$ cat src/rtl/xg_mem_responder.sv
// XenonGecko memory responder: serves aligned four-word read/write bursts from a
// synchronous RAM port with a configurable read latency.
module xg_mem_responder #(
    parameter int unsigned RAM_LATENCY = 1,
    parameter int unsigned ADDR_W      = 16
) (
    input  logic              clk_sys,
    input  logic              rst_n,
    input  logic              mem_req,
    input  logic              mem_wren,
    input  logic [23:0]       mem_addr,
    input  logic [15:0]       to_mem,
    output logic              mem_ready,
    output logic [1:0]        mem_offset,
    output logic [15:0]       from_mem,
    output logic              busy,
    output logic              req_overrun,
    output logic [ADDR_W-1:0] ram_addr,
    output logic              ram_wren,
    output logic [15:0]       ram_wdata,
    input  logic [15:0]       ram_rdata
);

    localparam int unsigned Tail = RAM_LATENCY - 1;

    if (RAM_LATENCY < 1 || RAM_LATENCY > 4) begin : g_bad_latency
        $error("RAM_LATENCY must be in 1..4");
    end

    typedef enum logic [1:0] {
        StIdle,
        StRdIssue,
        StRdDrain,
        StWrBurst
    } state_e;

    state_e            state_q, state_d;
    logic [ADDR_W-3:0] base_q, base_d;
    logic [1:0]        cnt_q, cnt_d;
    logic              ready_q, ready_d;
    logic [1:0]        off_q, off_d;
    logic [15:0]       rdata_q, rdata_d;
    logic              overrun_q, overrun_d;
    logic              issue;
    logic              pv_q [RAM_LATENCY];
    logic [1:0]        po_q [RAM_LATENCY];
    logic              unused_addr;

    // Base is stored without its two zero LSBs, so base + i is a concatenation.
    assign unused_addr = ^mem_addr;

    always_comb begin
        state_d   = state_q;
        base_d    = base_q;
        cnt_d     = cnt_q;
        issue     = 1'b0;
        overrun_d = overrun_q | (mem_req & (state_q != StIdle));
        // Read beats emerge from the tail of the valid/offset pipe.
        ready_d   = pv_q[Tail];
        off_d     = pv_q[Tail] ? po_q[Tail] : off_q;
        rdata_d   = pv_q[Tail] ? ram_rdata : rdata_q;

        unique case (state_q)
            StIdle: begin
                if (mem_req) begin
                    base_d = mem_addr[ADDR_W-1:2];
                    cnt_d  = 2'd0;
                    if (mem_wren) begin
                        state_d = StWrBurst;
                        ready_d = 1'b1;
                        off_d   = 2'd0;
                    end else begin
                        state_d = StRdIssue;
                    end
                end
            end
            StRdIssue: begin
                issue = 1'b1;
                cnt_d = cnt_q + 2'd1;
                if (cnt_q == 2'd3) begin
                    state_d = StRdDrain;
                end
            end
            StRdDrain: begin
                if (ready_q && (off_q == 2'd3)) begin
                    state_d = StIdle;
                end
            end
            StWrBurst: begin
                if (off_q == 2'd3) begin
                    ready_d = 1'b0;
                    state_d = StIdle;
                end else begin
                    ready_d = 1'b1;
                    off_d   = off_q + 2'd1;
                end
            end
            default: state_d = StIdle;
        endcase
    end

    always_ff @(posedge clk_sys or negedge rst_n) begin
        if (!rst_n) begin
            state_q   <= StIdle;
            base_q    <= '0;
            cnt_q     <= 2'd0;
            ready_q   <= 1'b0;
            off_q     <= 2'd0;
            rdata_q   <= 16'h0000;
            overrun_q <= 1'b0;
        end else begin
            state_q   <= state_d;
            base_q    <= base_d;
            cnt_q     <= cnt_d;
            ready_q   <= ready_d;
            off_q     <= off_d;
            rdata_q   <= rdata_d;
            overrun_q <= overrun_d;
        end
    end

    always_ff @(posedge clk_sys or negedge rst_n) begin
        if (!rst_n) begin
            for (int i = 0; i < RAM_LATENCY; i++) begin
                pv_q[i] <= 1'b0;
                po_q[i] <= 2'd0;
            end
        end else begin
            pv_q[0] <= issue;
            po_q[0] <= cnt_q;
            for (int i = 1; i < RAM_LATENCY; i++) begin
                pv_q[i] <= pv_q[i-1];
                po_q[i] <= po_q[i-1];
            end
        end
    end

    always_comb begin
        ram_addr = '0;
        if (state_q == StRdIssue) begin
            ram_addr = {base_q, cnt_q};
        end else if (state_q == StWrBurst) begin
            ram_addr = {base_q, off_q};
        end
    end

    assign ram_wren    = (state_q == StWrBurst) & ready_q;
    assign ram_wdata   = to_mem;
    assign mem_ready   = ready_q;
    assign mem_offset  = off_q;
    assign from_mem    = rdata_q;
    assign busy        = (state_q != StIdle);
    assign req_overrun = overrun_q;

endmodule

$ cat config.mk
export PLATFORM = sky130hd
export DESIGN_NAME = xg_mem_responder
export DESIGN_NICKNAME = d
export VERILOG_FILES = /design/src/rtl/xg_mem_responder.sv
export SDC_FILE = /design/constraint.sdc
export NUM_CORES = 1
export LEC_CHECK = 0
export CAP_MARGIN = 25
export CORE_ASPECT_RATIO = 1.2
export CORE_MARGIN = 2
export CORE_UTILIZATION = 35
export DETAILED_ROUTE_END_ITERATION = 12
export GPL_TIMING_DRIVEN = 0
export PLACE_DENSITY = 0.75
export SYNTH_ARGS = -nofsm -noshare
export SYNTH_HDL_FRONTEND = slang
export SYNTH_SLANG_ARGS = --single-unit
$ cat constraint.sdc
create_clock -name clk_sys -period 1.7 [get_ports clk_sys]
set_clock_uncertainty 0.1 [all_clocks]
set_input_delay 0.34 -clock clk_sys [delete_from_list [all_inputs] [get_ports clk_sys]]
set_output_delay 0.34 -clock clk_sys [all_outputs]
set_load 0.05 [all_outputs]
==> flow_summary.ini <==
[route]
via_per_inst = 4.56
wl_per_cell_um = 14.0
ant_nets = 0
drtPass1Iterations = 4
wirelength_mm = 4.97
drc = 0
drtIter0Drc = 23
vias = 1622

[clock_tree]
clk_path_buf_depth = 2
cts_root_buf = clkbuf_8
cts.sinks = 41
cts_tree = done
h-tree-depth = 2
path_clk_slew_ns = 0.08
clk_latency_ns = 0.28
cts_buffers = 5

[sta]
slew_viol_final = 0
final_hold_viol_count = 0
setup_viol = 38
finalCritPeriodShare = 1.15
fmax_mhz = 511
worstMarginPinSlew_ns = 0.503
layout_setup_ws_ns = -0.256
rsz0062_at_grt = yes
fin_crit_ns = 1.96
max_slew_margin = 0.663

[floorplanning]
rows = 30
io_pins = 114
start_util = 0.363
die_h_um = 88.0
fp.dieArea_um2 = 6510
core_area_um2 = 5670
die_w_um = 74.0

[power_and_ir_drop]
peakVddDrop_mv = 1.57
power_density_nw_per_um2 = 2160
p_total_uw = 7900
power_leakage_uw = 0.00166

[finish]
drive_above_1_share = 0.522
finalNetCount = 342
diodes = 0
area_delta_synth_final_pct = 78.2
finalNonFillerCells = 356

[placed_design]
place_congestion = 0.796
dp_hpwl_mm = 3.33
post-place-cells = 327
io_buffer_count = 87

[logic_synthesis]
yosysTopAreaCell = dfrtp_1
yosys-top-cells-count = dfrtp_1 (41), mux2_2 (21), buf_4 (16)
ys_warn_count = 0
ys_seq_area_frac = 0.498
synth.net_count = 226
synth_cell_types = 34
synth_edf_count = 0
yosysTopAreaCellShare = 0.498
ys_seq_elements = 41
synth_async_sr_flop_share = 1.00
synth.avg_cell_area_um2 = 12.9
yosysMostFrequentCell = dfrtp_1
synthCells = 159
synthFlopType = dfrtp_1
syn_area_um2 = 2060
netlist_top_cells_area = dfrtp_1 (50%), mux2_2 (11%), mux2_4 (6.6%)

[worst_setup_path]
crit_start = state_q[0]$_DFFE_PN0P_
worstReg2RegStart = state_q[0]$_DFFE_PN0P_
cp-end-kind = output pin
crit_fanout = 5
cp-start-kind = register
cp.arrival_ns = 1.52
cp.required_ns = 1.26
worst-setup-path-type = register to output pin

[outcome]
violations = setup timing
outcome = complete, but fails checks

[worst_hold_path]
hp-class = primary input to async pin

[global_route]
grt_pass1_wl_mm = 7.47
track_usage = 0.150
antenna_found_initial = 0
overflow = 0
grt_pass1_vias = 1570
grt_max_degree = 37

[job]
maxCapViolCount = 0
-- worst max-delay path: stages (launching register included) --
cell       delay, ns
dfrtp_2         0.46
ha_4            0.19
nor2_4          0.19
clkbuf_16       0.20
nor2b_4         0.04
buf_6           0.14
-- logic make-up (layout without fill, tap and decap cells) --
kind of cell,count (synthesis),in the layout,synth area share
AOI/OAI and AO/OA,18,18,0.0638
buffers and inverters,27,144,0.0948
and+or+nand+nor,34,34,0.110
DFF,41,41,0.498
muxes,32,32,0.190
adders and majority gates,7,7,0.0426
-- where the power goes --
| group | switching (uW) | total (uW) | internal, uW |
|---|---|---|---|
| sequential | 294 | 1750 | 1460 |
| clock | 336 | 816 | 479 |
| combinational | 2900 | 5340 | 2440 |
-- area by class of cell --
type / count / area (um^2)
plain buffers: 20 / 170
clock buffers: 7 / 86.3
clock inverters: 1 / 30.0
fillers: 449 / 2000
inverters: 4 / 20.0
multi-input cells: 91 / 1090
flip-flops and latches: 41 / 1030
well taps: 80 / 100
repair buffers: 112 / 1140
-- per-stage QoR --
step,util,setup WS [ns],instance area [um^2],hold WS (ns),TNS [ns]
2_1_floorplan,-,-0.217,2190,-0.0556,-0.665
3_3_place_gp,0.558,-0.922,3160,0.324,-50.72
3_5_place_dp,0.561,-0.827,3180,0.0909,-13.43
4_1_cts,0.623,-0.344,3530,0.311,-5.51
5_1_grt,0.647,-0.324,3670,0.338,-8.13
6_report,0.647,-0.256,3670,0.319,-5.47
-- path summary, 6_finish.rpt --
| path | end | cells past startpoint | slack (ns) |
|---|---|---|---|
| min in group clk_sys | po_q[1]$_DFF_PN0_ | 0 | 0.33 |
| worst max-delay path | ram_addr[11] | 5 | -0.26 |
| worst max register to register | mem_ready$_DFF_PN0_ | 8 | -0.14 |
| worst min-delay path | mem_ready$_DFF_PN0_ | 2 | 0.32 |
| max in group asynchronous | base_q[2]$_DFFE_PN0P_ | 3 | 0.75 |
| worst min register to register | po_q[1]$_DFF_PN0_ | 0 | 0.33 |
-- flip-flops by register name, summed over array words and instances, names as in the netlist --
name and flops:
base_q 14, req_overrun 1, po_q 2, state_q 2
pv_q 1, mem_ready 1, mem_offset 2, from_mem 16
cnt_q 2
-- routing by layer --
| metal | vias up | share of wire | track usage |
|---|---|---|---|
| li1 | 765 | - | - |
| met1 | 777 | 0.38 | 0.175 |
| met2 | 71 | 0.53 | 0.263 |
| met3 | 9 | 0.074 | 0.0345 |
| met4 | 0 | 0.018 | 0.0579 |
| met5 | - | 0 | 0 |
-- what timing repair did --
item / 4_1_cts / 5_1_grt
setup buffers: 12 / 10
hold endpoints to repair: 5 / 0
pin swaps: 3 / 5
hold buffers: 1 / 0
gates resized for setup: 179 / 19
gates cloned: 2 / 0
endpoints found under the setup margin: 47 / 34
-- cells in the final DEF (no fill, tap or decap), drive strengths merged, types with 2 or more instances in the layout --
cell type,synthesis,routed
mux2,30,30
nor2b,17,17
clkdlybuf4s50,0,48
o21ai,4,4
a2bb2oi,2,2
clkbuf,0,8
clkdlybuf4s15,0,2
buf,23,62
ha,7,7
nand2,8,8
inv,4,4
a21oi,2,2
dlygate4sd2,0,18
mux2i,2,2
a21o,2,2
dfrtp,41,41
(Power assumes the default switching activity.)
